===== config.mk =====
export PLATFORM = sky130hd
export DESIGN_NAME = tnoc_flit_if_slicer
export DESIGN_NICKNAME = d
export VERILOG_FILES = /design/src/rtl/tnoc_flit_if_slicer.sv
export SDC_FILE = /design/constraint.sdc
export NUM_CORES = 1
export LEC_CHECK = 0
export CORE_MARGIN = 4
export CORE_UTILIZATION = 48
export DETAILED_ROUTE_END_ITERATION = 10
export GPL_TIMING_DRIVEN = 0
export PLACE_DENSITY = 0.82
export SYNTH_ARGS = -nofsm -noshare
export SYNTH_HDL_FRONTEND = slang
export SYNTH_SLANG_ARGS = --single-unit

===== constraint.sdc =====
create_clock -name clk -period 2.02 [get_ports clk]
set_input_delay 0.404 -clock clk [delete_from_list [all_inputs] [get_ports clk]]
set_output_delay 0.404 -clock clk [all_outputs]
set_load 0.05 [all_outputs]

===== src/rtl/tnoc_flit_if_slicer.sv =====
// Per-VC flit link slice: STAGES skid stages per channel (1 cycle each, ready registered, full rate)
// plus matching vc_available delay, saturating flit/packet counters and a sticky valid/ready checker.
module tnoc_flit_if_slicer #(
   parameter int CHANNELS      = 2,
   parameter int FLIT_WIDTH    = 64,
   parameter int TAIL_BIT      = 0,
   parameter int STAGES        = 1,
   parameter int COUNTER_WIDTH = 16,
   parameter int CHECK_EN      = 1
) (
   input  logic                              clk,
   input  logic                              rst_n,
   input  logic                              i_clear,
   input  logic [CHANNELS-1:0]               in_valid,
   output logic [CHANNELS-1:0]               in_ready,
   input  logic [CHANNELS*FLIT_WIDTH-1:0]    in_flit,
   output logic [CHANNELS-1:0]               in_vc_available,
   output logic [CHANNELS-1:0]               out_valid,
   input  logic [CHANNELS-1:0]               out_ready,
   output logic [CHANNELS*FLIT_WIDTH-1:0]    out_flit,
   input  logic [CHANNELS-1:0]               out_vc_available,
   output logic [CHANNELS*COUNTER_WIDTH-1:0] flit_count,
   output logic [CHANNELS*COUNTER_WIDTH-1:0] packet_count,
   output logic [CHANNELS-1:0]               protocol_error
);

   typedef enum logic [1:0] {EMPTY = 2'd0, ONE = 2'd1, TWO = 2'd2} stage_state_t;

   localparam logic [COUNTER_WIDTH-1:0] CNT_ONE = {{(COUNTER_WIDTH-1){1'b0}}, 1'b1};

   genvar c, s;
   generate
      for (c = 0; c < CHANNELS; c++) begin : g_ch
         // Index 0 is the upstream side, index STAGES the downstream side.
         logic [STAGES:0]       vld;
         logic [STAGES:0]       rdy;
         logic [FLIT_WIDTH-1:0] dat [STAGES+1];

         assign vld[0]      = in_valid[c];
         assign dat[0]      = in_flit[c*FLIT_WIDTH +: FLIT_WIDTH];
         assign rdy[STAGES] = out_ready[c];
         assign in_ready[c] = rdy[0];
         assign out_valid[c] = vld[STAGES];
         assign out_flit[c*FLIT_WIDTH +: FLIT_WIDTH] = dat[STAGES];

         for (s = 0; s < STAGES; s++) begin : g_stage
            stage_state_t          state;
            logic                  rdy_q;
            logic                  vld_q;
            logic [FLIT_WIDTH-1:0] e0;
            logic [FLIT_WIDTH-1:0] e1;
            logic                  push;
            logic                  pop;

            assign push = vld[s] && rdy_q;
            assign pop  = vld_q && rdy[s+1];

            // e0 is always the oldest entry; e1 only holds the skid flit.
            always_ff @(posedge clk or negedge rst_n) begin
               if (!rst_n) begin
                  state <= EMPTY;
                  rdy_q <= 1'b1;
                  vld_q <= 1'b0;
                  e0    <= '0;
                  e1    <= '0;
               end else begin
                  case (state)
                     EMPTY: if (push) begin
                        e0    <= dat[s];
                        state <= ONE;
                        vld_q <= 1'b1;
                     end
                     ONE: begin
                        if (push && pop) begin
                           e0 <= dat[s];
                        end else if (push) begin
                           e1    <= dat[s];
                           state <= TWO;
                           rdy_q <= 1'b0;
                        end else if (pop) begin
                           state <= EMPTY;
                           vld_q <= 1'b0;
                        end
                     end
                     TWO: if (pop) begin
                        e0    <= e1;
                        state <= ONE;
                        rdy_q <= 1'b1;
                     end
                     default: begin
                        state <= EMPTY;
                        rdy_q <= 1'b1;
                        vld_q <= 1'b0;
                     end
                  endcase
               end
            end

            assign rdy[s]   = rdy_q;
            assign vld[s+1] = vld_q;
            assign dat[s+1] = e0;
         end

         logic                     fire;
         logic [COUNTER_WIDTH-1:0] fcnt;
         logic [COUNTER_WIDTH-1:0] pcnt;

         assign fire = vld[STAGES] && rdy[STAGES];

         always_ff @(posedge clk or negedge rst_n) begin
            if (!rst_n) begin
               fcnt <= '0;
               pcnt <= '0;
            end else if (i_clear) begin
               fcnt <= '0;
               pcnt <= '0;
            end else if (fire) begin
               if (fcnt != '1) fcnt <= fcnt + CNT_ONE;
               if (dat[STAGES][TAIL_BIT] && pcnt != '1) pcnt <= pcnt + CNT_ONE;
            end
         end

         assign flit_count[c*COUNTER_WIDTH +: COUNTER_WIDTH]   = fcnt;
         assign packet_count[c*COUNTER_WIDTH +: COUNTER_WIDTH] = pcnt;

         if (CHECK_EN != 0) begin : g_chk
            logic                  stall_q;
            logic                  err_q;
            logic [FLIT_WIDTH-1:0] flit_q;

            // A stalled offer must be repeated unchanged on the following cycle.
            always_ff @(posedge clk or negedge rst_n) begin
               if (!rst_n) begin
                  stall_q <= 1'b0;
                  err_q   <= 1'b0;
                  flit_q  <= '0;
               end else begin
                  stall_q <= vld[0] && !rdy[0];
                  flit_q  <= dat[0];
                  if (i_clear)
                     err_q <= 1'b0;
                  else if (stall_q && (!vld[0] || dat[0] != flit_q))
                     err_q <= 1'b1;
               end
            end

            assign protocol_error[c] = err_q;
         end else begin : g_nochk
            assign protocol_error[c] = 1'b0;
         end
      end

      if (STAGES == 0) begin : g_vc_pass
         assign in_vc_available = out_vc_available;
      end else begin : g_vc_pipe
         logic [CHANNELS-1:0] vc_pipe [STAGES];

         always_ff @(posedge clk or negedge rst_n) begin
            if (!rst_n) begin
               for (int i = 0; i < STAGES; i++) vc_pipe[i] <= '0;
            end else begin
               vc_pipe[0] <= out_vc_available;
               for (int i = 1; i < STAGES; i++) vc_pipe[i] <= vc_pipe[i-1];
            end
         end

         assign in_vc_available = vc_pipe[STAGES-1];
      end
   endgenerate

endmodule


==> results of run 1 <==
==> sequential cells by signal, summed over array words and instances, names as in the netlist <==
signal	count
g_ch.g_stage.rdy_q	2
g_ch.pcnt	32
g_ch.g_stage.e1	128
g_ch.g_chk.err_q	2
g_ch.g_stage.vld_q	2
g_ch.fcnt	32
g_ch.g_chk.flit_q	128
g_ch.g_stage.state	4
in_vc_available	2
g_ch.g_stage.e0	128
g_ch.g_chk.stall_q	2
==> worst paths after layout <==
path	to	slack (ns)	cells past startpoint	start
setup / recovery	protocol_error[0]	0.04	2	g_ch[0].g_chk.err_q$_DFFE_PN0P_
hold / removal	g_ch[1].g_stage[0].e0[44]$_DFFE_PN0P_	-0.11	1	rst_n
setup reg to reg	g_ch[1].g_stage[0].e1[60]$_DFFE_PN0P_	0.05	6	g_ch[1].g_stage[0].rdy_q$_DFFE_PN1P_
hold reg to reg	g_ch[0].g_stage[0].e0[56]$_DFFE_PN0P_	0.48	2	g_ch[0].g_stage[0].e0[56]$_DFFE_PN0P_
max in group asynchronous	g_ch[0].pcnt[0]$_DFFE_PN0P_	0.44	3	rst_n
min in group clk	in_vc_available[0]$_DFF_PN0_	0.28	1	out_vc_available[0]
==> synth_stat cells (4+ instances only) <==
| library cell | n | area (sq um) |
|---|---|---|
| xor2_1 | 101 | 885 |
| dfrtp_1 | 460 | 11500 |
| nor3_1 | 19 | 95.1 |
| nor3b_1 | 4 | 30.0 |
| nand3_1 | 33 | 165 |
| nor4_1 | 29 | 181 |
| nor2b_1 | 6 | 37.5 |
| o22ai_1 | 13 | 81.3 |
| buf_2 | 25 | 125 |
| nor2_1 | 71 | 267 |
| o2bb2ai_1 | 4 | 35.0 |
| and4_1 | 8 | 70.1 |
| mux2_2 | 224 | 2520 |
| a21oi_1 | 20 | 100 |
| ha_1 | 4 | 50.1 |
| inv_1 | 37 | 139 |
| and3_1 | 14 | 87.6 |
| mux2i_1 | 60 | 601 |
| buf_4 | 7 | 52.6 |
| o21ai_0 | 112 | 561 |
| buf_6 | 7 | 78.8 |
| nand4_1 | 30 | 188 |
| buf_1 | 6 | 22.5 |
| xnor2_1 | 43 | 377 |
| a211oi_1 | 4 | 30.0 |
| or3_1 | 5 | 31.3 |
| nand2_1 | 129 | 484 |
| clkbuf_1 | 27 | 101 |
==> logic make-up after synthesis <==
family	Yosys count	synth area share
AND/OR/NAND/NOR	372	0.0946
XOR/XNOR	144	0.0649
flip-flops	462	0.595
AO/OA/AOI/OAI	185	0.0554
adder cells (fa/ha/maj)	4	0.00258
multiplexers	284	0.161
buffers and inverters	109	0.0267
==> per-layer routing <==
metal  GRT usage  vias to the layer above
li1            -                     6287
met1       0.322                     7143
met2       0.393                      422
met3      0.0504                      103
met4      0.0846                        0
met5           0                        -
==> critical path, delay by kind of cell, from the launching register on <==
kind | cells | cell delay [ns]
buffers and inverters | 2 | 0.62
DFF | 1 | 0.38
==> timing repair <==
item                       CTS  global route
hold endpoints to repair    99            99
setup buffers                3             5
gates resized for setup    262            62
pin swaps                    0             2
gates cloned                 0             0
setup endpoints to repair  438           215
==> power by group <==
group          total, mW  switching, mW  internal, mW
registers           9.46         0.0642          9.39
logic               1.06          0.604         0.458
clock network       9.83           3.82          6.01
==> metrics by stage <==
step           TNS (ns)  hold WS [ns]
3_3_place_gp   -9021.28         0.461
4_1_cts               0        -0.104
5_1_grt         -0.0336       -0.0634
3_5_place_dp    -195.09         0.470
2_1_floorplan         0         0.108
6_report              0        -0.109
==> layout make-up <==
class	instances	area share
Sequential cell	462	0.456
Multi-Input combinational cell	989	0.294
Timing Repair Buffer	347	0.130
Clock buffer	63	0.0543
Tap cell	525	0.0259
Buffer	71	0.0172
Clock inverter	28	0.0163
Inverter	37	0.00547
Antenna cell	10	0.000986
==> metrics.yaml, run 1 <==
status: "finished, violations left"
violations: "negative hold slack"
path_max_fanout: 3
antenna_found_initial: 9
drt_wl_total_mm: 53.6
dpl_worst_slack_ns: -0.845
maxSlewViolCount: 0
drc: 0
dieHeight_um: 209
wl_per_cell_um: 21.2
cts_buffers: 49
cellPowerDensity_mw_per_mm2: 802
total_power_mw: 20.3
cp-end-kind: "primary output"
dr.pass1.iters: 7
hpwlAfterDp_mm: 38.2
final_common_cell: "dfrtp_1"
seq_area_sq_mm: 0.0116
fmax_ghz: 0.504
cts_max_level: 2
hold_viol: 99
synth-seq-cells: 462
path_class: "reg -> out"
slew_headroom: 0.465
peakVddDrop_v: 0.000775
placed_cell_area_sq_mm: 0.0236
syn_area_sq_mm: 0.0194
cts_root_buffer: "clkbuf_16"
gp_congestion: 0.872
grt_overflow: 0
tightest_slew_ns: 0.803
cp.required_ns: 1.62
wl_met3_mm: 3.23
fin_nets: 2098
stdcell_area_sq_mm: 0.0254
yosysSeqAreaShare: 0.595
worst_slack_ns: 0.0355
cts_sinks: 462
post-route-period-util: 0.982
syn_area_per_cell_sq_um: 12.5
yosysUniqueCellTypes: 62
crit_arrival_ns: 1.58
post-route-min-period_ns: 1.98
synth_edf_count: 0
final_cell_mix: "455 x dfrtp_1, 224 x mux2_2, 160 x dlygate4sd2_1"
rsz0062_at_grt: "yes"
core_area_sq_mm: 0.0399
port_buffers: 336
multi_input_area_sq_mm: 0.00747
syn-instance-count: 1560
die_area_sq_mm: 0.0438
dp.cells: 2424
rows: 73
ys.flop_type: "dfrtp_1"
vias: 14000
maxCapViolCount: 0
hp-class: "in -> async"
syn_to_final_growth_pct: 30.6
finalClockSkew_ns: 0.0234
clk_latency_ns: 0.59
num_io_pins: 337
crit_path_max_incr_delay_ns: 0.49
drt_iter0_markers: 947
postRouteAntennaNets: 0
slowest_stage: "clkdlybuf4s15_1"
grt_max_degree: 128
met1_length_mm: 22.3
fillerInstances: 3007
setup_violations: 0
grt_pass1_wl_mm: 84.0
die_w_um: 209
start_util: 0.487
first_global_vias: 14600
met2WireLength_mm: 26.4
whs_ns: -0.109
start_kind: "flip-flop"
path_clk_slew_ns: 0.06
clock_path_buffers: 3
synth_async_sr_flop_share: 1.00
crit_chain: "buf_4 -> clkdlybuf4s15_1"
p_leak_nw: 12.2
utilization: 0.636
syn-num-nets: 1701
top_layer_used: "met4"
globalRouteTotalUtil: 0.240
layoutNonFillerInstCount: 2532
vias_per_cell: 5.51
cts_tree: "done"
drive_gt1_frac: 0.215
yosys_warnings: 0
No activity file was read; power rests on OpenSTA's default activity.
==> run 2: changes to the inputs <==
--- a/config.mk
+++ b/config.mk
@@ -6,10 +6,11 @@
 export NUM_CORES = 1
 export LEC_CHECK = 0
 export CORE_MARGIN = 4
-export CORE_UTILIZATION = 48
+export CORE_UTILIZATION = 50
+export CTS_BUF_LIST = sky130_fd_sc_hd__clkbuf_4
 export DETAILED_ROUTE_END_ITERATION = 10
 export GPL_TIMING_DRIVEN = 0
-export PLACE_DENSITY = 0.82
+export PLACE_DENSITY = 0.85
 export SYNTH_ARGS = -nofsm -noshare
 export SYNTH_HDL_FRONTEND = slang
 export SYNTH_SLANG_ARGS = --single-unit
==> run 2 against run 1 <==
Effect of this change:
- the flow finishes with violations (negative hold slack, negative setup slack)
- cell area decreased by 2.2%
- register-to-register slack worse by 0.03 ns
- wire length rose by 1.4%
- non-clock buffer count is 26 higher
- worst setup slack worse by 0.038 ns
- die area decreased by 3.8%
- clock skew grew 0.020 ns
- via count is 4.2% higher
- first-iteration DRC count is 12% lower
- fmax fell by 1.9%
- sequential power barely moved
- total power decreased by 7.6%
- critical endpoint is now in_ready[1]
- largest power group is now sequential cells
- highest routed layer is now met5
==> metrics.yaml, run 2 (synthesized netlist as in run 1, its figures left out) <==
status: "finished, violations left"  # unchanged
violations: "negative hold slack, negative setup slack"  # was negative hold slack
start_kind: "flip-flop"  # unchanged
p_leak_nw: 12.0  # was 12.2 nW
peakVddDrop_v: 0.000545  # was 0.000775 V
die_area_sq_mm: 0.0421  # was 0.0438 sq mm
wl_per_cell_um: 20.4  # was 21.2 um
grt_pass1_wl_mm: 84.9  # was 84.0 mm
final_cell_mix: "447 x dfrtp_1, 224 x mux2_2, 199 x clkbuf_4"  # was 455 x dfrtp_1, 224 x mux2_2, 160 x dlygate4sd2_1
cts_max_level: 3  # was 2
seq_area_sq_mm: 0.0116  # about the same
tightest_slew_ns: 0.713  # was 0.803 ns
vias_per_cell: 5.47  # was 5.51
grt_max_degree: 109  # was 128
gp_congestion: 0.928  # was 0.872
die_w_um: 205  # was 209 um
cts_root_buffer: "clkbuf_4"  # was clkbuf_16
grt_overflow: 0  # unchanged
whs_ns: -0.417  # was -0.109 ns
dpl_worst_slack_ns: -0.774  # was -0.845 ns
holdBufCountCts: 15
dr.pass1.iters: 5  # was 7
start_util: 0.511  # was 0.487
cts_buffers: 118  # was 49
crit_chain: "buf_6 -> buf_8"  # was buf_4 -> clkdlybuf4s15_1
vias: 14500  # was 14000
crit_path_max_incr_delay_ns: 0.58  # was 0.49 ns
drive_gt1_frac: 0.340  # was 0.215
stdcell_area_sq_mm: 0.0248  # was 0.0254 sq mm
drc: 0  # unchanged
fmax_ghz: 0.494  # was 0.504 GHz
clock_path_buffers: 3  # unchanged
drt_iter0_markers: 838  # was 947
worst_slack_ns: -0.00248  # was 0.0355 ns
hp-class: "in -> async"  # unchanged
maxSlewViolCount: 0  # unchanged
hpwlAfterDp_mm: 38.9  # was 38.2 mm
num_io_pins: 337  # unchanged
rrSetupSlack_ns: 0.02  # was 0.05 ns
fin_nets: 2193  # was 2098
path_class: "reg -> out"  # unchanged
rows: 71  # was 73
postRouteAntennaNets: 0  # unchanged
cp.required_ns: 1.62  # about the same
total_power_mw: 18.8  # was 20.3 mW
cts_sinks: 462  # unchanged
first_global_vias: 15400  # was 14600
rsz0062_at_grt: "yes"  # unchanged
syn_to_final_growth_pct: 27.8  # was 30.6%
dieHeight_um: 205  # was 209 um
antenna_found_initial: 4  # was 9
cp_top_family: "flip-flops"  # was buffers and inverters
clk_latency_ns: 0.82  # was 0.59 ns
final_common_cell: "dfrtp_1"  # unchanged
multi_input_area_sq_mm: 0.00746  # was 0.00747 sq mm
cts_tree: "done"  # unchanged
maxCapViolCount: 0  # unchanged
cp-end-kind: "primary output"  # unchanged
crit_arrival_ns: 1.62  # was 1.58 ns
fillerInstances: 2841  # was 3007
path_buf_inv: 2  # unchanged
drt_wl_total_mm: 54.3  # was 53.6 mm
path_max_fanout: 4  # was 3
port_buffers: 336  # unchanged
post-route-min-period_ns: 2.02  # was 1.98 ns
core_area_sq_mm: 0.0380  # was 0.0399 sq mm
post-route-period-util: 1.00  # was 0.982
cellPowerDensity_mw_per_mm2: 757  # was 802 mW/mm^2
path_clk_slew_ns: 0.06  # about the same
hold_viol: 79  # was 99
finalClockSkew_ns: 0.0432  # was 0.0234 ns
globalRouteTotalUtil: 0.257  # was 0.240
placed_cell_area_sq_mm: 0.0236  # about the same
slew_headroom: 0.525  # was 0.465
largestRegisters: "g_ch.g_chk.flit_q: 128 flops, g_ch.g_stage.e0: 128 flops, g_ch.g_stage.e1: 128 flops"  # unchanged
setup_violations: 1  # was 0
slowest_stage: "dfstp_2"  # was clkdlybuf4s15_1
==> run 2: cell count changes in the layout (fill, tap and decap cells not counted), sizes merged, moves of 4 or more <==
cell | previous run | this run
clkbuf | 101 | 225
clkinv | 12 | 27
buf | 54 | 240
diode | 10 | 3
clkinvlp | 4 | 0
dlygate4sd2 | 160 | 0
clkdlybuf4s15 | 31 | 8
dlygate4sd3 | 0 | 15
bufinv | 9 | 3
==> run 2: worst reg2reg max path, cell delays in order (launching register included) <==
cell and delay, ns:
dfrtp_2 0.42, ha_2 0.25, nand3_1 0.11, or2_2 0.28, buf_2 0.19, o21ai_0 0.33, xor2_1 0.23, nor2_1 0.06
==> run 2: repair_timing <==
action,CTS,global route
endpoints found under the setup margin,433,225
pin swaps,1,4
resized for setup,1016,108
hold endpoints to repair,94,79
buffers inserted,9,9
cloned,1,0
==> run 2: where the power goes <==
part	total (mW)	switching, mW	internal [mW]	leakage (nW)
sequential	9.45	0.0640	9.39	6.12
combinational	1.11	0.617	0.489	4.94
clock	8.24	3.82	4.42	0.926
total	18.8	4.50	14.3	12.0
==> run 2: cell type report <==
class	instances	share of cell area
flip-flops and latches	462	0.466
clock inverters	32	0.00831
well taps	511	0.0257
clock buffers	180	0.0544
diodes	3	0.000302
multi-input cells	989	0.300
repair buffers	374	0.120
plain buffers	70	0.0186
inverters	37	0.00559
==> run 2: layer usage <==
layer  wire, um  global-route usage  vias up
li1           -                   -     6521
met1      21600               0.331     7283
met2      26200               0.406      588
met3       4110              0.0733      148
met4       2370               0.116        2
met5          8                   0        -
==> run 2: worst paths after layout <==
path | to | cells after the start | startpoint
worst max-delay path | in_ready[1] | 2 | g_ch[1].g_stage[0].rdy_q$_DFFE_PN1P_
worst min-delay path | g_ch[1].g_stage[0].e1[38]$_DFFE_PN0P_ | 1 | rst_n
worst max register to register | g_ch[1].pcnt[3]$_DFFE_PN0P_ | 7 | g_ch[1].pcnt[0]$_DFFE_PN0P_
worst min register to register | g_ch[0].g_stage[0].e0[5]$_DFFE_PN0P_ | 2 | g_ch[0].g_stage[0].e0[5]$_DFFE_PN0P_
max in group asynchronous | g_ch[0].pcnt[0]$_DFFE_PN0P_ | 4 | rst_n
min in group clk | g_ch[1].g_chk.flit_q[35]$_DFF_PN0_ | 1 | in_flit[99]
==> run 2: metrics by stage <==
stage	setup TNS (ns)	std cells	util
global route	-1.10	2658	0.653
finish	-0.00248	2658	0.653
global placement	-8983.72	2407	0.617
floorplan	0	1560	-
detailed placement	-194.29	2411	0.620
CTS	-0.159	2647	0.649
